==> config.mk <==
export PLATFORM = sky130hd
export DESIGN_NAME = apu_mixer_pipe
export DESIGN_NICKNAME = d
export VERILOG_FILES = /design/src/rtl/apu_mixer_pkg.sv /design/src/rtl/apu_mixer_decim.sv /design/src/rtl/apu_mixer_pipe.sv
export SDC_FILE = /design/constraint.sdc
export NUM_CORES = 1
export LEC_CHECK = 0
export ABC_AREA = 1
export CAP_MARGIN = 20
export CORE_AREA = 2 2 123 65
export DETAILED_ROUTE_END_ITERATION = 6
export DIE_AREA = 0 0 125 67
export GPL_TIMING_DRIVEN = 0
export PLACE_DENSITY = 0.83
export SYNTH_ARGS = -nofsm -noshare
export SYNTH_HDL_FRONTEND = slang
export SYNTH_SLANG_ARGS = --single-unit
==> constraint.sdc <==
create_clock -name nclk -period 2.6 [get_ports nclk]
set_input_delay 0.26 -clock nclk [delete_from_list [all_inputs] [get_ports nclk]]
set_output_delay 0.26 -clock nclk [all_outputs]
set_load 0.005 [all_outputs]
==> src/rtl/apu_mixer_pkg.sv <==
// Shared constants and elaboration-time LUT generators for the APU mixer.
// The LUTs become constant vectors, so no ROM macro is needed.
package apu_mixer_pkg;

  localparam int PLUT_W = 8;
  localparam int TLUT_W = 8;
  localparam int TIDX_W = 8;

  localparam int PLUT_DEPTH = 61;
  localparam int TLUT_DEPTH = 203;

  localparam int TRI_WEIGHT   = 3;
  localparam int NOISE_WEIGHT = 2;
  localparam int DMC_WEIGHT   = 1;

  function automatic int clog2(input int value);
    int result;
    int span;
    result = 0;
    span   = 1;
    while (span < value) begin
      span   = span << 1;
      result = result + 1;
    end
    return result;
  endfunction

  // Fixed-point form of round(256*95.52*n/(8128+100n)), numerator and denominator scaled by 100.
  function automatic logic [PLUT_DEPTH*PLUT_W-1:0] plutTable();
    logic [PLUT_DEPTH*PLUT_W-1:0] table_v;
    longint num;
    longint den;
    table_v = '0;
    for (int n = 0; n < PLUT_DEPTH; n++) begin
      num = 64'd2445312 * longint'(n);
      den = 64'd812800 + 64'd10000 * longint'(n);
      table_v[n*PLUT_W +: PLUT_W] = PLUT_W'((2 * num + den) / (2 * den));
    end
    return table_v;
  endfunction

  function automatic logic [TLUT_DEPTH*TLUT_W-1:0] tlutTable();
    logic [TLUT_DEPTH*TLUT_W-1:0] table_v;
    longint num;
    longint den;
    table_v = '0;
    for (int n = 0; n < TLUT_DEPTH; n++) begin
      num = 64'd4189952 * longint'(n);
      den = 64'd2432900 + 64'd10000 * longint'(n);
      table_v[n*TLUT_W +: TLUT_W] = TLUT_W'((2 * num + den) / (2 * den));
    end
    return table_v;
  endfunction

endpackage

==> src/rtl/apu_mixer_decim.sv <==
// Power-of-two boxcar decimator: averages DECIM consecutive valid samples
// and strobes out_valid_o for one cycle per window.
module apu_mixer_decim
  import apu_mixer_pkg::*;
#(
  parameter int OUT_W = 8,
  parameter int DECIM = 1
) (
  input  logic             clk_i,
  input  logic             rst_i,
  input  logic [OUT_W-1:0] sample_i,
  input  logic             valid_i,
  output logic [OUT_W-1:0] out_o,
  output logic             out_valid_o
);

  localparam int LOG_D = clog2(DECIM);
  localparam int CNT_W = (LOG_D > 0) ? LOG_D : 1;
  localparam int ACC_W = OUT_W + LOG_D;

  logic [ACC_W-1:0] acc_q, acc_d, sum;
  logic [CNT_W-1:0] cnt_q, cnt_d;
  logic [OUT_W-1:0] out_q, out_d;
  logic             outValid_q, outValid_d;
  logic             wrap;

  assign sum  = acc_q + ACC_W'(sample_i);
  assign wrap = (cnt_q == CNT_W'(DECIM - 1));

  // The window closes on the current sample, so it is folded into the average directly.
  always_comb begin
    acc_d      = acc_q;
    cnt_d      = cnt_q;
    out_d      = out_q;
    outValid_d = 1'b0;
    if (valid_i) begin
      if (wrap) begin
        out_d      = OUT_W'(sum >> LOG_D);
        outValid_d = 1'b1;
        acc_d      = '0;
        cnt_d      = '0;
      end else begin
        acc_d = sum;
        cnt_d = cnt_q + 1'b1;
      end
    end
  end

  always_ff @(posedge clk_i or posedge rst_i) begin
    if (rst_i) begin
      acc_q      <= '0;
      cnt_q      <= '0;
      out_q      <= '0;
      outValid_q <= 1'b0;
    end else begin
      acc_q      <= acc_d;
      cnt_q      <= cnt_d;
      out_q      <= out_d;
      outValid_q <= outValid_d;
    end
  end

  assign out_o       = out_q;
  assign out_valid_o = outValid_q;

endmodule

==> src/rtl/apu_mixer_pipe.sv <==
// Pipelined NES APU mixer: masked channel sums, non-linear pulse/TND LUTs,
// linear expansion channels, saturation with sticky clip, then decimation.
module apu_mixer_pipe
  import apu_mixer_pkg::*;
#(
  parameter int N_PULSE  = 2,
  parameter int N_EXT    = 0,
  parameter int EXT_W    = 6,
  parameter int EXT_GAIN = 1,
  parameter int OUT_W    = 8,
  parameter int DECIM    = 1
) (
  input  logic                                          nclk,
  input  logic                                          reset,
  input  logic [N_PULSE-1:0][3:0]                       pulse,
  input  logic [3:0]                                    triangle,
  input  logic [3:0]                                    noise,
  input  logic [6:0]                                    dmc,
  input  logic [((N_EXT > 0) ? N_EXT : 1)-1:0][EXT_W-1:0] ext,
  input  logic [N_PULSE+2+N_EXT:0]                      mute,
  input  logic                                          clip_clr,
  output logic [OUT_W-1:0]                              out,
  output logic                                          out_valid,
  output logic                                          clip
);

  localparam int PSUM_W   = clog2(15 * N_PULSE + 1);
  localparam int ESUM_MAX = N_EXT * ((1 << EXT_W) - 1) * EXT_GAIN;
  localparam int ESUM_W   = (ESUM_MAX > 0) ? clog2(ESUM_MAX + 1) : 1;
  localparam int WIDEST_A = (ESUM_W > TLUT_W) ? ESUM_W : TLUT_W;
  localparam int MIX_W    = ((WIDEST_A > OUT_W) ? WIDEST_A : OUT_W) + 2;

  localparam logic [PLUT_DEPTH*PLUT_W-1:0] PLUT_ROM = plutTable();
  localparam logic [TLUT_DEPTH*TLUT_W-1:0] TLUT_ROM = tlutTable();
  localparam logic [MIX_W-1:0]             OUT_MAX  = MIX_W'((1 << OUT_W) - 1);

  logic [PSUM_W-1:0] psum_q, psum_d;
  logic [TIDX_W-1:0] tidx_q, tidx_d;
  logic [ESUM_W-1:0] esum1_q, esum1_d, esum2_q;
  logic [PLUT_W-1:0] plut_q;
  logic [TLUT_W-1:0] tlut_q;
  logic [MIX_W-1:0]  mix;
  logic              sat;
  logic [OUT_W-1:0]  sample_q, sample_d;
  logic              clip_q, clip_d;
  logic [2:0]        vld_q;

  generate
    if (N_EXT == 0) begin : g_noExt
      logic unusedExt;
      assign unusedExt = ^ext;
    end
  endgenerate

  // Stage 1 inputs: a muted channel simply contributes zero to its sum.
  always_comb begin
    psum_d  = '0;
    tidx_d  = '0;
    esum1_d = '0;
    for (int i = 0; i < N_PULSE; i++) begin
      if (!mute[i]) psum_d = psum_d + PSUM_W'(pulse[i]);
    end
    if (!mute[N_PULSE])     tidx_d = tidx_d + TIDX_W'(TRI_WEIGHT) * TIDX_W'(triangle);
    if (!mute[N_PULSE + 1]) tidx_d = tidx_d + TIDX_W'(NOISE_WEIGHT) * TIDX_W'(noise);
    if (!mute[N_PULSE + 2]) tidx_d = tidx_d + TIDX_W'(DMC_WEIGHT) * TIDX_W'(dmc);
    for (int i = 0; i < N_EXT; i++) begin
      if (!mute[N_PULSE + 3 + i]) esum1_d = esum1_d + ESUM_W'(ext[i]) * ESUM_W'(EXT_GAIN);
    end
  end

  assign mix      = MIX_W'(plut_q) + MIX_W'(tlut_q) + MIX_W'(esum2_q);
  assign sat      = (mix > OUT_MAX);
  assign sample_d = sat ? {OUT_W{1'b1}} : mix[OUT_W-1:0];
  assign clip_d   = sat | (clip_q & ~clip_clr);

  // vld_q marks which stages hold real data so the decimator starts on a clean window.
  always_ff @(posedge nclk or posedge reset) begin
    if (reset) begin
      psum_q   <= '0;
      tidx_q   <= '0;
      esum1_q  <= '0;
      plut_q   <= '0;
      tlut_q   <= '0;
      esum2_q  <= '0;
      sample_q <= '0;
      clip_q   <= 1'b0;
      vld_q    <= '0;
    end else begin
      psum_q   <= psum_d;
      tidx_q   <= tidx_d;
      esum1_q  <= esum1_d;
      plut_q   <= PLUT_ROM[int'(psum_q)*PLUT_W +: PLUT_W];
      tlut_q   <= TLUT_ROM[int'(tidx_q)*TLUT_W +: TLUT_W];
      esum2_q  <= esum1_q;
      sample_q <= sample_d;
      clip_q   <= clip_d;
      vld_q    <= {vld_q[1:0], 1'b1};
    end
  end

  apu_mixer_decim #(
    .OUT_W(OUT_W),
    .DECIM(DECIM)
  ) u_decim (
    .clk_i      (nclk),
    .rst_i      (reset),
    .sample_i   (sample_q),
    .valid_i    (vld_q[2]),
    .out_o      (out),
    .out_valid_o(out_valid)
  );

  assign clip = clip_q;

endmodule

== Word-level counts from Yosys, hierarchy flattened ==
Index checks and enable logic that the tools add are counted.

* $add $sub $neg: 6
* $mul: 1
* Magnitude comparators: 1
* Shift-type cells: 2
* Mux-type cells: 10
* Bitwise logic cells: 4
* Reduce and logical (&&, ||, !) cells: 1

{| class="wikitable"
|+ Operators with widths
! operator !! count
|-
| 1624-bit by 12-bit indexed part select with 8-bit output (first input constant) || 1
|-
| 488-bit by 9-bit indexed part select with 8-bit output (first input constant) || 1
|-
| 8-bit two-way mux || 4
|-
| 8-bit by 8-bit adder with 9-bit output || 1
|-
| 9-bit by 8-bit > comparator with 1-bit output (second input constant) || 1
|-
| 8-bit by 5-bit adder with 8-bit output || 1
|-
| 8-bit by 7-bit adder with 8-bit output || 1
|-
| 8-bit adder || 1
|-
| 2-bit by 4-bit multiplier with 6-bit output (first input constant) || 1
|-
| 6-bit two-way mux || 1
|-
| 5-bit by 4-bit adder with 5-bit output || 1
|-
| 5-bit two-way mux || 1
|-
| 4-bit two-way mux || 1
|-
| 1-bit two-way mux || 3
|-
| 1-bit NOT || 2
|-
| 2-bit AND reduction || 1
|-
| 1-bit adder (second input constant) || 1
|-
| 1-bit bitwise AND || 1
|-
| 1-bit bitwise OR || 1
|}

* Register bits: 59
* Bits of input ports: 37
* Logic and storage cells: 36

== Logic depth before layout (Yosys ltp) ==
* Word-level depth: 6
* Mapped depth: 23
* Depth with buffers taken out: 23

== Cells and area by module ==
Synthesis repeated with hierarchy kept, for this count alone.

* Cell total of the unflattened synthesis: 624
* Area, all modules: 4299.1 um2

{| class="wikitable"
|+ Modules (own cells, without submodules)
! module !! instances !! cells each !! area each (um2) !! sequential area each (um2)
|-
| apu_mixer_pipe || 1 || 588 || 3965.1 || 1001.0
|-
| apu_mixer_decim || 1 || 36 || 334.1 || 225.2
|}

== Least setup slack after synthesis ==
OpenSTA, ideal clock, no wires.

* Kind: input -> register
* From: in triangle[0]
* To: reg tidx_q[6]
* Arrival time: 2.881 ns
* Required time: 2.483 ns
* Path slack: -0.398 ns
* Cell stages on the path: 18
* Buffers on the path: 0
* Cells stage by stage: ha_1 fa_1 o21ai_0 inv_1 ha_1 a21oi_1 nand2_1 xor2_1 nand2_1 a21boi_0 ha_1 nand2_1 inv_1 nand4_1 nand3_1 or2_2 nand3_1 nand2_1

* Word-level cells in the longest chain between the ends: 6

{| class="wikitable"
|+ RTL lines
! item !! RTL line !! text
|-
| from (decl) || apu_mixer_pipe.sv:16 || <nowiki>input logic [3:0] triangle,</nowiki>
|-
| 2-bit by 4-bit multiplier with 6-bit output * || apu_mixer_pipe.sv:63 || <nowiki>if (!mute[N_PULSE]) tidx_d = tidx_d + TIDX_W'(TRI_WEIGHT) * TIDX_W'(triangle);</nowiki>
|-
| 6-bit two-way mux * || apu_mixer_pipe.sv:63 ||
|-
| 8-bit by 5-bit adder with 8-bit output || apu_mixer_pipe.sv:64 || <nowiki>if (!mute[N_PULSE + 1]) tidx_d = tidx_d + TIDX_W'(NOISE_WEIGHT) * TIDX_W'(noise);</nowiki>
|-
| 8-bit two-way mux * || apu_mixer_pipe.sv:64 ||
|-
| 8-bit by 7-bit adder with 8-bit output || apu_mixer_pipe.sv:65 || <nowiki>if (!mute[N_PULSE + 2]) tidx_d = tidx_d + TIDX_W'(DMC_WEIGHT) * TIDX_W'(dmc);</nowiki>
|-
| 8-bit two-way mux * || apu_mixer_pipe.sv:65 ||
|-
| net tidx_d[6] || apu_mixer_pipe.sv:38 || <nowiki>logic [TIDX_W-1:0] tidx_q, tidx_d;</nowiki>
|-
| to (signal assigned) || apu_mixer_pipe.sv:90 || <nowiki>tidx_q <= tidx_d;</nowiki>
|-
| to (decl) || apu_mixer_pipe.sv:38 ||
|}

The timed path passes the listed nets; every way through them passes the cells marked *.
A chain may end at the register's enable or synchronous reset.

== Worst setup path after layout ==
* From: in triangle[1]
* To: reg tidx_q[5]

Same word-level chain as after synthesis.

==> key figures <==
Outcome
  • Status: finished, violations left
  • Failing checks: DRC, setup timing

Critical path
  • Kind of critical path: in2reg
  • Buf/Inv on CP: 4
  • Crit-path leading delay family: adder cells
  • Cell count along the critical path: 20
  • Crit. End Element: register
  • Worst path max stage delay: around 0.39 ns
  • Startpoint Class: primary input
  • Worst R2R Path Depth: 13
  • CP arrival: between 3 and 4 ns
  • Critical Path, Cell by Cell: buf_8, ha_4, fa_2, a21oi_2, o21ai_2, inv_2, ha_4, a21oi_2, nand2_2, xor2_1, nand2_1, a21boi_4, ha_4, nand2_2, inv_2, nand4_1, nand3_2, buf_6, xnor2_2, o21ai_1
  • CP Max Fanout: 4
  • WP data required: about 2.8 ns
  • Slowest cell on the critical path: fa_2
  • Most frequent CP cell: ha_4

Layout
  • P&R area growth vs syn: 22.7%
  • Register Area: approximately 1200 um2
  • Antenna diodes: 0
  • Fin nets: roughly 760
  • Layout cells sized above 1: 0.145
  • Number of fill cells: about 600
  • Finished Layout Cells: 770
  • Final Util: 0.730
  • Most frequent cells in the layout: 182 x nand2_1, 59 x inv_1, 56 x nand3_1
  • Multi-input gate area: between 2000 and 3000 um2
  • Most common library cell in the layout ignoring fill and taps: nand2_1

Yosys
  • Number of flops mapped to enable cells by yosys: 0
  • FF+latch count, synth: 49
  • Synth Cell Area: ~4300 um2
  • Async set-reset flop share out of synthesis: 1.00
  • Synth warnings: 0
  • Cell count after synthesis: 616
  • Avg Inst Size Synth: between 6 and 7 um2
  • Post-synth top flop: dfrtp_1
  • Seq/Total Area, Yosys: 0.286
  • Syn Nets: 700
  • Synth area leader: dfrtp_1
  • Netlist cell types: 41
  • Synth area leaders: dfrtp_1 29%, nand2_1 17%, ha_1 12%
  • Area fraction of the dominant cell type after synthesis: 0.286

Timing
  • Final period util: 1.10
  • Final worst setup slack: -0.272 ns
  • Count of final hold-check violations: 0
  • Setup Skew: about 0.0067 ns
  • Final Hold Slack: a little over 0.3 ns
  • Fmax: 0.348 GHz
  • RSZ-0062 raised after global routing: true
  • Tmin final: 2.87 ns
  • Final Max Tran Viols: 0
  • Worst Max-Slew Pin Slew: 0.623 ns
  • Normalized max-slew margin: 0.584
  • TNS Setup: -0.855 ns
  • Final setup violation count: 5

Clock tree
  • Max H-tree Level: 2
  • Total clock sinks: slightly below 50
  • CTS clk-pin slew, worst paths: approximately 0.070 ns
  • Clock Path Buffers: 2
  • CTS Buf Count: 5
  • Hold buffers post-CTS: 0
  • CTS tree: built
  • Clock root buffer: clkbuf_16
  • Worst-Skew Late Latency: between 0.2 and 0.3 ns

Detailed routing
  • Via Count: between 4,000 and 5,000
  • Final ANT Viol Nets: 0
  • # DRC: 10
  • Drt pass-1 iters: 7
  • Initial DRC count: roughly 500
  • DR WL/cell: 15.9 um
  • Via/cell ratio: approximately 5.8
  • Total wire length: 12.3 mm

Placement
  • Post-DP HPWL: a little under 9 mm
  • Placed Instances: roughly 750
  • Final Wtd Congestion: approximately 1.1
  • IO Port Bufs: 38

Floorplan
  • Chip width: 125 um
  • Row count: 22
  • Placeable Area: about 7200 um2
  • Initial Utilization: 0.595
  • Chip height: roughly 67 um
  • Die Area: 8380 um2
  • I/O pins: 47

Global routing
  • Most Crowded Layer GR: met2
  • Vias in the first global route: between 4,000 and 5,000
  • Pin count of the biggest net entering global routing: 27
  • GRT Total Usage: 0.297
  • GR Util met3: 0.0458
  • Grt ovf: 0
  • Grt met2 use: 0.543
  • Antenna violations before repair: 0
  • First-pass GRT wire length: between 15 and 20 mm
  • GRT met1 Usage: 0.367

Power
  • Sequential share of power: 0.278
  • Clk network pwr share: 0.160
  • Comb pwr share: 0.562
  • Lkg Pwr: between 2 and 3 nW
  • Max IR drop VDD: between 0.3 and 0.4 mV
  • Total power: around 4.1 mW
  • Switching share of power: 0.439
  • Power density over the cells: around 780 nW/um2
  • P_int: 2.29 mW
  • Switch Pwr: 1.80 mW

Flow run
  • Number of max-cap violations: 0

Min path
  • Hold path cells: 5
  • Hold WC Path Type: in2reg
[cells in the mapped netlist, drive strengths merged, types with 3 or more instances]
master / n
xor2: 8
a31oi: 8
clkbuf: 8
buf: 13
fa: 5
xnor2: 6
ha: 42
o21ai: 39
nor2: 35
inv: 69
nand2: 194
nand4: 6
dfrtp: 49
o211ai: 3
mux2: 9
nand3: 59
a21oi: 41
[cell families after synthesis]
kind of cell | Yosys count | synth area share
mux | 9 | 0.0236
fa+ha+maj | 47 | 0.146
xor+xnor | 14 | 0.0286
simple gates | 301 | 0.293
other cells | 1 | 0.000874
compound gates | 105 | 0.136
buf+inv | 90 | 0.0860
flops | 49 | 0.286
[what timing repair did]
action	CTS	global route
buffers inserted	8	3
resized for setup	36	29
pin swaps	19	18
setup endpoints to repair	6	5
[per-layer routing]
layer | routed length, um | part of all wire
met1 | 5010 | 0.41
met2 | 5710 | 0.47
met3 | 1150 | 0.094
met4 | 399 | 0.033
met5 | 0 | 0
[registers in the layout, indices dropped and copies added, names as in the netlist]
name and count:
tidx_q 8, psum_q 5, u_decim.out_o 8, u_decim.out_valid_o 1, clip 1, tlut_q 8, sample_q 8, vld_q 3
plut_q 7
[worst paths after layout]
check | slack, ns | startpoint | to
min | 0.31 | triangle[0] | tidx_q[0]
min in group asynchronous | 0.32 | reset | vld_q[0]
max reg2reg | 0.34 | tidx_q[1] | tlut_q[0]
max | -0.27 | triangle[1] | tidx_q[5]
max in group asynchronous | 1.78 | reset | psum_q[4]
min reg2reg | 0.36 | vld_q[0] | vld_q[1]
[worst reg2reg max path, cell delays in order, from the launching register on]
cell and delay [ns]:
dfrtp_1 0.62, inv_2 0.19, ha_1 0.35, inv_1 0.09
nand2_1 0.15, nand2_1 0.15, nand2_1 0.10, nand3_1 0.07
nand2_1 0.07, nand2_1 0.05, nand3_1 0.11, nand2_1 0.06
nand2_1 0.10, inv_1 0.04
[through the flow]
stage          cell area, um2  worst slack, ns
6_report                 5270           -0.272
3_3_place_gp             4830            -1.03
3_5_place_dp             4850            -1.12
2_1_floorplan            4330           -0.206
5_1_grt                  5270           -0.381
4_1_cts                  5170           -0.185
[power groups by stage]
| stage | Combinational [mW] | Clock (mW) | Sequential (mW) |
|---|---|---|---|
| global route | 2.55 | 0.698 | 1.17 |
| global placement | 2.05 | 0 | 1.14 |
| finish | 2.30 | 0.654 | 1.14 |
| CTS | 2.17 | 0.659 | 1.14 |
| detailed placement | 2.10 | 0 | 1.16 |
| floorplan | 1.49 | 0 | 1.12 |
[layout make-up]
cell class / instances / share of cell area
multi-input combinational: 477 / 0.551
sequential: 49 / 0.233
timing repair buffer: 50 / 0.0941
inverter: 69 / 0.0496
clock buffer: 5 / 0.0238
tap: 96 / 0.0228
buffer: 21 / 0.0209
clock inverter: 3 / 0.00499
(Power assumes the default switching activity.)
